[src/rtl/matrix_pkg.sv]
// Shared definitions for the matrix result path: reader FSM states, opcodes
// and the header word layout.
package matrix_pkg;

  typedef enum logic [1:0] {
    ST_IDLE  = 2'd0,
    ST_FETCH = 2'd1,
    ST_DRAIN = 2'd2,
    ST_DONE  = 2'd3
  } rr_state_e;

  localparam logic [3:0] OP_READ_RESULT = 4'h6;

  function automatic logic [15:0] header_word(input logic [3:0] op, input logic [7:0] len);
    return {op, 4'h0, len};
  endfunction

endpackage

[src/rtl/result_reader_if.sv]
// Command, memory-read and transmit-stream signals of the result reader.
// master is the reader side, slave is the SPI/memory environment side.
interface result_reader_if #(
  parameter int ADDR_SIZE = 10,
  parameter int WORD_SIZE = 16
);
  logic                 cmd_valid;
  logic [WORD_SIZE-1:0] cmd_data;
  logic [ADDR_SIZE-1:0] result_base;
  logic [7:0]           result_len;
  logic                 mem_r_en;
  logic [ADDR_SIZE-1:0] mem_r_addr;
  logic [WORD_SIZE-1:0] mem_r_data;
  logic                 tx_valid;
  logic [WORD_SIZE-1:0] tx_data;
  logic                 tx_ready;
  logic                 busy;
  logic                 done;

  modport master (
    input  cmd_valid, cmd_data, result_base, result_len, mem_r_data, tx_ready,
    output mem_r_en, mem_r_addr, tx_valid, tx_data, busy, done
  );

  modport slave (
    output cmd_valid, cmd_data, result_base, result_len, mem_r_data, tx_ready,
    input  mem_r_en, mem_r_addr, tx_valid, tx_data, busy, done
  );
endinterface

[src/rtl/result_fifo.sv]
// Synchronous FIFO with push, pop, full, empty and occupancy count.
// DEPTH must be a power of two so the pointers wrap naturally.
module result_fifo #(
  parameter int WIDTH = 16,
  parameter int DEPTH = 4
) (
  input  logic                   clk,
  input  logic                   rst,
  input  logic                   push,
  input  logic [WIDTH-1:0]       push_data,
  input  logic                   pop,
  output logic [WIDTH-1:0]       head,
  output logic                   full,
  output logic                   empty,
  output logic [$clog2(DEPTH):0] count
);
  localparam int AW = $clog2(DEPTH);
  localparam int CW = AW + 1;

  logic [WIDTH-1:0] mem [DEPTH];
  logic [AW-1:0]    wr_ptr;
  logic [AW-1:0]    rd_ptr;
  logic             do_push;
  logic             do_pop;

  assign full    = (count == CW'(DEPTH));
  assign empty   = (count == '0);
  assign do_push = push && !full;
  assign do_pop  = pop && !empty;
  assign head    = mem[rd_ptr];

  always_ff @(posedge clk) begin
    if (do_push) mem[wr_ptr] <= push_data;
  end

  always_ff @(posedge clk) begin
    if (rst) begin
      wr_ptr <= '0;
      rd_ptr <= '0;
      count  <= '0;
    end else begin
      if (do_push) wr_ptr <= wr_ptr + 1'b1;
      if (do_pop)  rd_ptr <= rd_ptr + 1'b1;
      count <= count + CW'(do_push) - CW'(do_pop);
    end
  end

endmodule

[src/rtl/result_reader.sv]
// Reads result_len words from memory starting at result_base and streams them
// to the SPI transmitter. Define RESULT_READER_HEADER_EN to prefix a header word.
module result_reader
  import matrix_pkg::*;
#(
  parameter int         ADDR_SIZE   = 10,
  parameter int         WORD_SIZE   = 16,
  parameter logic [3:0] READ_RESULT = OP_READ_RESULT,
  parameter int         FIFO_DEPTH  = 4
) (
  input logic             clk,
  input logic             reset,
  result_reader_if.master bus
);
  localparam int CW = $clog2(FIFO_DEPTH) + 1;
  localparam int OW = CW + 1;

  rr_state_e            state;
  logic [1:0]           cmd_sr;
  logic                 cmd_edge;
  logic                 accept;
  logic [ADDR_SIZE-1:0] base_q;
  logic [7:0]           len_q;
  logic [7:0]           idx_q;
  logic                 rd_vld_p1;
  logic                 hdr_push_p1;
  logic [CW-1:0]        fifo_count;
  logic                 fifo_full;
  logic                 fifo_empty;
  logic [WORD_SIZE-1:0] fifo_head;
  logic                 fifo_push;
  logic                 fifo_pop;
  logic [WORD_SIZE-1:0] push_data;
  logic [OW-1:0]        occupancy;
  logic                 room;
  logic                 fetch_fire;
  logic                 pipe_idle;

  assign cmd_edge = cmd_sr[0] & ~cmd_sr[1];
  assign accept   = (state == ST_IDLE) && cmd_edge && (bus.cmd_data[15:12] == READ_RESULT);

  // Buffered words plus every read or header still on its way into the FIFO.
  assign occupancy  = OW'(fifo_count) + OW'(bus.mem_r_en) + OW'(rd_vld_p1) + OW'(hdr_push_p1);
  assign room       = !fifo_full && (occupancy < OW'(FIFO_DEPTH));
  assign fetch_fire = (state == ST_FETCH) && room;
  assign pipe_idle  = !bus.mem_r_en && !rd_vld_p1 && !hdr_push_p1;

`ifdef RESULT_READER_HEADER_EN
  always_ff @(posedge clk) begin
    if (reset) hdr_push_p1 <= 1'b0;
    else       hdr_push_p1 <= accept;
  end
`else
  assign hdr_push_p1 = 1'b0;
`endif

  assign fifo_push = rd_vld_p1 | hdr_push_p1;
  assign push_data = hdr_push_p1 ? WORD_SIZE'(header_word(READ_RESULT, len_q)) : bus.mem_r_data;
  assign fifo_pop  = bus.tx_ready && !fifo_empty;

  assign bus.tx_valid = !fifo_empty;
  assign bus.tx_data  = fifo_empty ? '0 : fifo_head;

  // Transfer parameters are captured once; later input changes are ignored.
  always_ff @(posedge clk) begin
    if (accept) begin
      base_q <= bus.result_base;
      len_q  <= bus.result_len;
      idx_q  <= '0;
    end else if (fetch_fire) begin
      idx_q  <= idx_q + 8'd1;
    end
  end

  always_ff @(posedge clk) begin
    if (reset) begin
      state          <= ST_IDLE;
      cmd_sr         <= '0;
      rd_vld_p1      <= 1'b0;
      bus.mem_r_en   <= 1'b0;
      bus.mem_r_addr <= '0;
      bus.busy       <= 1'b0;
      bus.done       <= 1'b0;
    end else begin
      cmd_sr       <= {cmd_sr[0], bus.cmd_valid};
      // Stage p1: read data returns one cycle after the strobe.
      rd_vld_p1    <= bus.mem_r_en;
      bus.mem_r_en <= 1'b0;
      bus.done     <= 1'b0;
      case (state)
        ST_IDLE: begin
          if (accept) begin
            if (bus.result_len != 8'd0) begin
              state    <= ST_FETCH;
              bus.busy <= 1'b1;
            end else begin
`ifdef RESULT_READER_HEADER_EN
              state    <= ST_DRAIN;
              bus.busy <= 1'b1;
`else
              state    <= ST_DONE;
              bus.done <= 1'b1;
`endif
            end
          end
        end
        ST_FETCH: begin
          if (fetch_fire) begin
            bus.mem_r_en   <= 1'b1;
            bus.mem_r_addr <= base_q + ADDR_SIZE'(idx_q);
            if (idx_q == len_q - 8'd1) state <= ST_DRAIN;
          end
        end
        ST_DRAIN: begin
          if (fifo_empty && pipe_idle) begin
            state    <= ST_DONE;
            bus.done <= 1'b1;
            bus.busy <= 1'b0;
          end
        end
        default: begin
          state <= ST_IDLE;
        end
      endcase
    end
  end

  result_fifo #(
    .WIDTH (WORD_SIZE),
    .DEPTH (FIFO_DEPTH)
  ) u_fifo (
    .clk       (clk),
    .rst       (reset),
    .push      (fifo_push),
    .push_data (push_data),
    .pop       (fifo_pop),
    .head      (fifo_head),
    .full      (fifo_full),
    .empty     (fifo_empty),
    .count     (fifo_count)
  );

endmodule

[src/flat_wrapper.sv]
// flat-port wrapper written by rule: the top's interface ports become plain ports
module result_reader_flat import matrix_pkg::*;
#(
  parameter int         ADDR_SIZE   = 10,
  parameter int         WORD_SIZE   = 16,
  parameter logic [3:0] READ_RESULT = OP_READ_RESULT,
  parameter int         FIFO_DEPTH  = 4
)
  (clk, reset, bus_cmd_valid, bus_cmd_data, bus_result_base, bus_result_len, bus_mem_r_data, bus_tx_ready, bus_mem_r_en, bus_mem_r_addr, bus_tx_valid, bus_tx_data, bus_busy, bus_done);
  result_reader_if #(.ADDR_SIZE(ADDR_SIZE), .WORD_SIZE(WORD_SIZE)) bus_i ();
  input logic clk;
  input logic reset;
  input wire logic [$bits(bus_i.cmd_valid)-1:0] bus_cmd_valid;
  input wire logic [$bits(bus_i.cmd_data)-1:0] bus_cmd_data;
  input wire logic [$bits(bus_i.result_base)-1:0] bus_result_base;
  input wire logic [$bits(bus_i.result_len)-1:0] bus_result_len;
  input wire logic [$bits(bus_i.mem_r_data)-1:0] bus_mem_r_data;
  input wire logic [$bits(bus_i.tx_ready)-1:0] bus_tx_ready;
  output wire logic [$bits(bus_i.mem_r_en)-1:0] bus_mem_r_en;
  output wire logic [$bits(bus_i.mem_r_addr)-1:0] bus_mem_r_addr;
  output wire logic [$bits(bus_i.tx_valid)-1:0] bus_tx_valid;
  output wire logic [$bits(bus_i.tx_data)-1:0] bus_tx_data;
  output wire logic [$bits(bus_i.busy)-1:0] bus_busy;
  output wire logic [$bits(bus_i.done)-1:0] bus_done;
  assign bus_i.cmd_valid = bus_cmd_valid;
  assign bus_i.cmd_data = bus_cmd_data;
  assign bus_i.result_base = bus_result_base;
  assign bus_i.result_len = bus_result_len;
  assign bus_i.mem_r_data = bus_mem_r_data;
  assign bus_i.tx_ready = bus_tx_ready;
  assign bus_mem_r_en = bus_i.mem_r_en;
  assign bus_mem_r_addr = bus_i.mem_r_addr;
  assign bus_tx_valid = bus_i.tx_valid;
  assign bus_tx_data = bus_i.tx_data;
  assign bus_busy = bus_i.busy;
  assign bus_done = bus_i.done;
  result_reader #(.ADDR_SIZE(ADDR_SIZE), .WORD_SIZE(WORD_SIZE), .READ_RESULT(READ_RESULT), .FIFO_DEPTH(FIFO_DEPTH)) u_core (.clk(clk), .reset(reset), .bus(bus_i));
endmodule
[config.mk]
export PLATFORM = sky130hd
export DESIGN_NAME = result_reader_flat
export DESIGN_NICKNAME = d
export VERILOG_FILES = /design/src/rtl/matrix_pkg.sv /design/src/rtl/result_reader_if.sv /design/src/rtl/result_fifo.sv /design/src/rtl/result_reader.sv /design/src/flat_wrapper.sv
export SDC_FILE = /design/constraint.sdc
export NUM_CORES = 1
export LEC_CHECK = 0
export ABC_CLOCK_PERIOD_IN_PS = 5900
export CAP_MARGIN = 10
export CORE_UTILIZATION = 57
export DETAILED_ROUTE_END_ITERATION = 10
export PLACE_DENSITY = 0.95
export SYNTH_ARGS = -nofsm -noshare
export SYNTH_HDL_FRONTEND = slang
export SYNTH_SLANG_ARGS = --single-unit
[constraint.sdc]
create_clock -name clk -period 5.9 [get_ports clk]
set_input_delay 0.59 -clock clk [delete_from_list [all_inputs] [get_ports clk]]
set_output_delay 0.59 -clock clk [all_outputs]
set_load 0.005 [all_outputs]
# Yosys cells after proc, flatten, opt, wreduce, memory -nomap -nowiden
# Memories as Yosys holds them, arrays and structs flattened. A register that Yosys moved wholly into a read port is not among the register bits.
# Index checks and enable logic that the tools add are counted.
dict set report word_totals {
  register_bits 51
  latchBits 0
  ram_bits 64
  rom_bits 0
  input_bits 54
  output_inout_bits 30
  wordCells 78
  n_memories 1
}
# memory words word_bits read_ports rd_ports_with_merged_regs write_ports line_no
set memory_table {}
lappend memory_table {u_core.u_fifo.mem 4 16 1 1 1 result_fifo.sv:20} ;# logic [WIDTH-1:0] mem [DEPTH];
dict set report classes {
  addsub 9
  multipliers 0
  div 0
  magnitude_cmp 1
  eq_ne 10
  shifts 0
  n_mux 20
  bitwise 3
  n_reduce_logical 21
}
# cell n
set ops {}
lappend ops {{2-to-1 mux 16 bit} 1}
lappend ops {{2-to-1 mux 2 bit} 7}
lappend ops {{adder 10 x 8 -> 10 bit} 1}
lappend ops {{logical AND 1 bit} 9}
lappend ops {{2-to-1 mux 1 bit} 9}
lappend ops {{adder 8 x 1 -> 8 bit (second input constant)} 1}
lappend ops {{equality test 8 bit} 1}
lappend ops {{AND reduction 4 bit} 2}
lappend ops {{nonzero test 8 bit} 1}
lappend ops {{subtractor 8 x 1 -> 8 bit (second input constant)} 1}
lappend ops {{inequality test 2 x 1 -> 1 bit (second input constant)} 3}
lappend ops {{case mux 2 bit (3 select lines)} 1}
lappend ops {{adder 2 x 1 -> 2 bit (second input constant)} 2}
lappend ops {{adder 3 x 1 -> 4 bit} 1}
lappend ops {{adder 4 x 1 -> 4 bit} 1}
lappend ops {{equality test 4 x 3 -> 1 bit (second input constant)} 1}
lappend ops {{logical NOT 1 bit} 4}
lappend ops {{less-than comparator 4 x 3 -> 1 bit (second input constant)} 1}
lappend ops {{inequality test 2 bit (second input constant)} 2}
lappend ops {{case mux 1 bit (2 select lines)} 2}
lappend ops {{adder 3 x 1 -> 3 bit} 1}
lappend ops {{equality test 3 bit (second input constant)} 1}
lappend ops {{logical NOT 3 bit} 1}
lappend ops {{subtractor 3 x 1 -> 3 bit} 1}
lappend ops {{8 further kinds} 9}

# Longest topological paths before layout
# Gate-level depths: netlist of the first run.
dict set report logic_depth {
  depth_word 7
  ltp_mapped 10
  ltp_nobuf 10
}

# Cells and area by module
# From an unflattened synthesis of the first run, not the netlist that was laid out.
dict set report unflattened {
  cells_unflattened 385
  area_unflattened_um2 5240.0
}
# module instances cells_per_inst area_each_um2 seq_area_each_um2
set modules_own_cells {}
lappend modules_own_cells {result_fifo 1 135 2819.0 2102.0}
lappend modules_own_cells {result_reader 1 250 2421.1 1061.0}

# Worst setup path before layout of the first run
# Ideal clock, no wire load.
dict set report synth_timing {
  kind {input port to flip-flop}
  start {input bus_cmd_data[12]}
  end {register u_core.base_q[0], enable pin}
  setup_ns 0.406
  arrival_ns 2.017
  required_ns 5.494
  path_slack_ns 3.478
  stages 3
  path_buffers 0
  path_cell_list {nor4bb_1 nand3b_1 nor2_1}
}
dict set report synth_between {
  elab_chain_cells 2
}
# element line_no
set synth_rtl {}
lappend synth_rtl {{from (decl)} flat_wrapper.sv:14} ;# input wire logic [$bits(bus_i.cmd_data)-1:0] bus_cmd_data;
lappend synth_rtl {{equality test 4 x 3 -> 1 bit} result_reader.sv:40} ;# assign accept = (state == ST_IDLE) && cmd_edge && (bus.cmd_data[15:12] == READ_RESULT);
lappend synth_rtl {{logical AND 1 bit} result_reader.sv:40}
lappend synth_rtl {{named net u_core.accept} result_reader.sv:21} ;# logic accept;
lappend synth_rtl {{to (signal assigned)} result_reader.sv:67} ;# base_q <= bus.result_base;
lappend synth_rtl {{to (decl)} result_reader.sv:22} ;# logic [ADDR_SIZE-1:0] base_q;
# The timed path passes the listed nets, and every way through them passes these cells.
# A chain may end at the register's enable or synchronous reset.

==> results of run 1 <==
-- path summary, 6_finish.rpt --
path                              end  slack, ns                startpoint
max                    bus_tx_data[8]       2.51                      flop
min          u_core.bus.mem_r_addr[4]       0.46  u_core.bus.mem_r_addr[4]
max reg2reg    u_core.u_fifo.count[2]       3.20    u_core.u_fifo.count[1]
min reg2reg  u_core.bus.mem_r_addr[4]       0.46  u_core.bus.mem_r_addr[4]
-- final cells by class --
class	instances	area share (%)
clock inverters	14	3.078
flip-flops and latches	117	48.34
repair buffers	73	11.20
inverters	19	1.090
multi-input cells	222	27.84
well taps	108	2.065
clock buffers	18	6.386
-- cell families (layout without fill, tap and decap cells) --
| family | count (synthesis) | after routing |
|---|---|---|
| DFF | 117 | 117 |
| and+or+nand+nor | 107 | 107 |
| AOI/OAI and AO/OA | 48 | 48 |
| buffers and inverters | 29 | 124 |
| xor gates and xnor gates | 25 | 25 |
| adders and majority gates | 24 | 24 |
| muxes | 18 | 18 |
-- flip-flops by register name, summed over array words and instances (netlist names), named ones only --
register and count:
u_core.bus.mem_r_addr 10, u_core.bus.done 1, u_core.u_fifo.count 3, u_core.bus.mem_r_en 1
u_core.state 2, u_core.idx_q 8, u_core.u_fifo.wr_ptr 2, u_core.len_q 8
u_core.base_q 10, u_core.bus.busy 1, u_core.u_fifo.rd_ptr 2, u_core.fifo_push 1
u_core.cmd_sr 2, u_core.u_fifo.mem 64
-- worst max-delay path, stage by stage (launching register included) --
cell and delay, ns:
dfxtp_1 1.03, mux4_2 0.62, and2_1 0.17, clkdlybuf4s50_1 0.45
-- placed cells by master, fill, tap and decap left out, types with 5 or more instances in the layout --
| master | count |
|---|---|
| a21oi_1 | 15 |
| and2_1 | 22 |
| clkbuf_16 | 16 |
| clkdlybuf4s50_1 | 71 |
| dfxtp_1 | 35 |
| edfxtp_1 | 82 |
| ha_1 | 22 |
| inv_1 | 19 |
| mux4_2 | 16 |
| nand2_1 | 13 |
| nand4_1 | 5 |
| nor2_1 | 32 |
| nor2b_1 | 6 |
| nor3_1 | 6 |
| o21ai_0 | 9 |
| xnor2_1 | 13 |
| xor2_1 | 12 |
-- per-layer routing --
layer / up-vias / routed length, um / track usage, %
met4: 0 / 210 / 9.926
met3: 17 / 703 / 8.998
li1: 1537 / - / -
met2: 128 / 5713 / 44.60
met1: 1611 / 4146 / 27.81
met5: - / 0 / 0
-- metrics by stage --
step           total power [W]  cells
5_1_grt               0.003060    571
3_3_place_gp          0.001807    538
3_5_place_dp          0.001854    538
6_report              0.002909    571
4_1_cts               0.002928    570
2_1_floorplan         0.001543    368
-- report_power, final --
part           internal, W  total, W  switching [W]
Combinational     0.000430  0.000767       0.000337
Clock             0.000691   0.00106       0.000369
Sequential        0.000955   0.00108       0.000128
==> impl_metrics.csv, run 1 <==
group,metric,value,unit
placed_design,place_area,0.005909,mm^2
global_route,antenna_found_initial,0,
clock_tree,clk_latency,0.52,ns
synthesis,synth-simple-area-share,11.30,%
sta,worstMarginPinSlew,1.070,ns
detailed_routing,vias,3293,
synthesis,synth_top_area_share,48.35,%
synthesis,synth_fa_ha_area_share,6.192,%
cells_and_area,nets,528,
worst_hold_path,whs_path_depth,2,
clock_tree,postCtsHoldBufs,0,
setup_path,crit_fanout,16,
cells_and_area,nFillCells,524,
detailed_routing,routed_via_density,5.767,
cells_and_area,final-seq-area,0.003163,mm^2
cells_and_area,antenna_cells,0,
detailed_routing,wire_per_inst,18.87,um
placed_design,place_hpwl,6.969,mm
synthesis,ys_types,50,
clock_tree,htreeDepth,4,
worst_hold_path,hold_class,"reg -> reg",
synthesis,synth_seq_area_share,62.11,%
detailed_routing,drc,0,
synthesis,synth_top_family_by_area,"simple AND/OR/NAND/NOR gates",
synthesis,synth_area_per_cell,13.84,um^2
run_status,status,"complete, no violations",
detailed_routing,first_pass_iters,5,
sta,fin_ws,2.512,ns
clock_tree,cts_resized,0,
global_route,grt_pass1_vias,3336,
floorplan,fp.dieH,96.52,um
detailed_routing,first_iter_violations,169,
synthesis,synth_mux_area_share,7.494,%
sta,relSlewSlack,28.59,%
clock_tree,clk_transition_reported_paths,0.06,ns
global_route,grt_pass1_wl,16.62,mm
clock_tree,clockRootBuffer,"clkbuf_8",
synthesis,synth_xor_area_share,4.300,%
synthesis,synth-edff-count,82,
detailed_routing,ant_nets,0,
power,power_density,444.6,mW/mm^2
placed_design,gp_congestion,0.8229,
setup_path,worstPathArrival,2.80,ns
sta,fin_tns_setup,0,ns
sta,finalHoldViolCount,0,
synthesis,synth-compound-area-share,6.437,%
sta,fin_crit_sh,57.42,%
sta,max_freq,295.2,MHz
power,peakVddDrop,0.0002707,V
synthesis,synth_async_sr_flop_share,0,%
placed_design,pre_cts_ws,2.833,ns
global_route,grt-ovfl-total,0,
sta,setup_viol,0,
setup_path,crit_required,5.31,ns
floorplan,start_util,58.68,%
synthesis,synth_common_cells,"edfxtp_1 (82), dfxtp_1 (35), nor2_1 (33), and2_1 (22), ha_1 (22)",
synthesis,synth_seq_cells,117,
synthesis,ys.flop_type,"edfxtp_1",
floorplan,std_cell_rows,34,
synthesis,synth_area_leaders,"edfxtp_1 (48%), dfxtp_1 (14%), mux4_2 (7.1%), ha_1 (5.4%), and2_1 (2.7%)",
placed_design,port_buffers,71,
synthesis,mappedNetlistArea,0.005092,mm^2
clock_tree,clockBufferDepth,2,
detailed_routing,routed_wirelength,10.77,mm
floorplan,core,0.008678,mm^2
clock_tree,numCtsBuffers,17,
setup_path,ff2ff_path_depth,10,
floorplan,die_w,96.52,um
synthesis,ys_warn_count,0,
cells_and_area,area_delta_synth_final,28.50,%
clock_tree,clock-sinks,117,
sta,holdWs,0.4624,ns
global_route,grt_usage,25.31,%
run,maxCapViolations,0,
sta,finClkSkew,0.008924,ns
cells_and_area,final_layout_size_suffix_gt1_share,11.88,%
sta,rsz0062_at_grt,"no",
setup_path,cp-end-kind,"primary output",
setup_path,setup.worst_path.start_class,"flop",
clock_tree,cts_tree,"built",
sta,min_period,3.388,ns
floorplan,ioPinCount,84,
synthesis,syn_nets,446,
cells_and_area,final_area,0.006544,mm^2
cells_and_area,postLayoutCoreUtil,75.40,%
floorplan,die-area,0.009316,mm^2
power,p_leak,2.321,nW
sta,maxSlewViolCount,0,
synthesis,yosysTopAreaCell,"edfxtp_1",
clock_tree,post-cts-setup-buffers,0,
global_route,grt_max_degree,28,
cells_and_area,multiInputGateArea,0.001822,mm^2
setup_path,crit_type,"reg -> out",
synthesis,synthesis.instances,368,
synthesis,yosysMostFrequentCell,"edfxtp_1",
(Power assumes the default switching activity.)
==> run 2, diff against run 1 <==
ABC_CLOCK_PERIOD_IN_PS = 3460   (was 5900)
CORE_UTILIZATION = 53   (was 57)
PLACE_DENSITY = 0.9   (was 0.95)
clock period = 3.46 ns   (was 5.9 ns; I/O delays follow)
==> impl_metrics.csv, run 2 (synthesized netlist as in run 1, its figures left out) <==
group,metric,value,unit
sta,worstMarginPinSlew,0.8651,ns
sta,fin_crit_sh,79.24,%
global_route,antenna_found_initial,0,
placed_design,port_buffers,71,
floorplan,die-area,0.01000,mm^2
global_route,grt_pass1_vias,3542,
detailed_routing,first_pass_iters,4,
sta,setup_viol,0,
global_route,grt_pass1_wl,17.08,mm
run,maxCapViolations,0,
setup_path,crit_required,3.11,ns
clock_tree,post-cts-setup-buffers,0,
global_route,grt_max_degree,28,
sta,finalHoldViolCount,0,
floorplan,ioPinCount,84,
cells_and_area,area_delta_synth_final,28.94,%
floorplan,std_cell_rows,35,
floorplan,start_util,54.85,%
clock_tree,clk_latency,0.51,ns
setup_path,cp_cell_sequence,"mux4_2, and2_1, clkdlybuf4s50_1",
cells_and_area,layout_common_cells,"edfxtp_1 (82), clkdlybuf4s50_1 (71), dfxtp_1 (35)",
cells_and_area,final_layout_size_suffix_gt1_share,12.47,%
detailed_routing,wire_per_inst,17.91,um
clock_tree,cts_resized,0,
setup_path,r2r-end,"u_core.u_fifo.count[2]",
sta,finClkSkew,0.009209,ns
setup_path,cp-end-kind,"primary output",
setup_path,r2r_slack,0.75,ns
detailed_routing,drc,0,
clock_tree,clockRootBuffer,"clkbuf_8",
detailed_routing,first_iter_violations,134,
power,p_switching,0.001488,W
sta,maxSlewViolCount,0,
placed_design,gp_congestion,0.8667,
power,p_sw_share,29.93,%
sta,max_freq,364.7,MHz
setup_path,endpoint,"bus_tx_data[7]",
floorplan,fp.dieH,100.0,um
clock_tree,cts_tree,"built",
setup_path,cp_num_buf_inv,1,
setup_path,crit_fanout,16,
cells_and_area,layout_commonest_cell,"edfxtp_1",
cells_and_area,regMostFlops,"u_core.u_fifo.mem",
setup_path,r2r_start,"u_core.u_fifo.count[1]",
floorplan,core,0.009284,mm^2
cells_and_area,largestRegisters,"u_core.u_fifo.mem x64, u_core.base_q x10, u_core.bus.mem_r_addr x10",
detailed_routing,routed_via_density,5.540,
setup_path,worstPathArrival,2.40,ns
detailed_routing,routed_wirelength,10.64,mm
sta,min_period,2.742,ns
power,p_seq_share,36.2,%
global_route,grt-ovfl-total,0,
sta,rsz0062_at_grt,"no",
cells_and_area,largest_register_ffs,64,
power,power_density,757.0,mW/mm^2
clock_tree,postCtsHoldBufs,0,
global_route,grt_usage,23.20,%
clock_tree,clk_transition_reported_paths,0.06,ns
setup_path,crit_family,"flip-flops",
setup_path,ff2ff_path_depth,10,
power,p_leak,2.328,nW
detailed_routing,ant_nets,0,
power,combPwrFrac,27.8,%
clock_tree,clockBufferDepth,2,
worst_hold_path,hold_class,"in -> reg",
detailed_routing,vias,3291,
clock_tree,clock-sinks,117,
cells_and_area,nFillCells,620,
run_status,status,"complete, no violations",
setup_path,cp_slowest_stage_delay,0.81,ns
setup_path,setup.worst_path.start_class,"flop",
setup_path,crit_type,"reg -> out",
cells_and_area,antenna_cells,0,
sta,fin_tns_setup,0,ns
power,peakVddDrop,0.0004416,V
setup_path,worst-path-stages,3,
clock_tree,numCtsBuffers,17,
power,totalPowerFinal,0.004971,W
cells_and_area,nets,530,
sta,relSlewSlack,42.33,%
placed_design,place_hpwl,6.748,mm
floorplan,die_w,100.0,um
power,pwr-share-clk,36.0,%
clock_tree,htreeDepth,4,
setup_path,critPathSlowestCell,"dfxtp_1",
power,p_int,0.003483,W
[run 2: changes by cell type in the layout (fill, tap and decap cells not counted), sizes merged]
cell      delta
buf          +2
bufinv       -1
clkbuf       -1
clkinvlp     -1
inv          +3
[run 2: power groups by stage]
stage / Combinational, W / Clock, W / Sequential, W
global placement: 0.00128 / 0 / 0.00181
CTS: 0.00139 / 0.00180 / 0.00180
detailed placement: 0.00134 / 0 / 0.00182
floorplan: 0.000864 / 0 / 0.00177
finish: 0.00138 / 0.00179 / 0.00180
global route: 0.00151 / 0.00186 / 0.00182
[run 2: final cells by class]
type / instances / area [um^2] / area share, %
inverter: 19 / 71.32 / 1.086
clock buffer: 17 / 414.1 / 6.307
tap: 129 / 161.4 / 2.458
clock inverter: 15 / 193.9 / 2.954
timing repair buffer: 75 / 740.7 / 11.28
sequential: 117 / 3163 / 48.17
multi-input combinational: 222 / 1822 / 27.74
[run 2: routing by layer]
layer	global-route usage, %	wire length [um]	up-vias
met5	0	0	-
met4	12.04	266	0
met3	5.223	436	25
met2	43.13	5859	107
met1	24.53	4074	1624
li1	-	-	1535
[run 2: metrics by stage]
step / area, um^2 / utilization [%] / std cells / hold WS [ns] / setup WS [ns]
after floorplan: 5092 / - / 368 / 0.4383 / 1.164
after global placement: 5958 / 64.18 / 562 / 0.4451 / 0.8964
after detailed placement: 5958 / 64.18 / 562 / 0.4501 / 0.7524
after CTS: 6566 / 70.73 / 594 / 0.3726 / 0.6629
after global routing: 6566 / 70.73 / 594 / 0.3748 / 0.5601
final: 6566 / 70.73 / 594 / 0.3898 / 0.7182
[run 2: worst register-to-register path: stages (launching register included)]
cell     delay [ns]
dfxtp_1        0.37
nor3_1         0.38
inv_1          0.37
and2_1         0.32
ha_1           0.29
inv_1          0.07
ha_1           0.14
inv_1          0.05
fa_1           0.37
xnor2_1        0.18
nor2_1         0.05
[run 2: worst min-delay path by stage]
stage / end / cells after the start / slack, ns / start
2_1_floorplan: u_core.cmd_sr[1] / 1 / 0.44 / u_core.cmd_sr[0]
6_report: u_core.base_q[7] / 1 / 0.39 / bus_result_base[7]
3_5_place_dp: u_core.bus.mem_r_addr[5] / 2 / 0.45 / u_core.bus.mem_r_addr[5]
4_1_cts: u_core.base_q[7] / 1 / 0.37 / bus_result_base[7]
5_1_grt: u_core.base_q[7] / 1 / 0.37 / bus_result_base[7]
3_3_place_gp: u_core.cmd_sr[1] / 1 / 0.45 / u_core.cmd_sr[0]
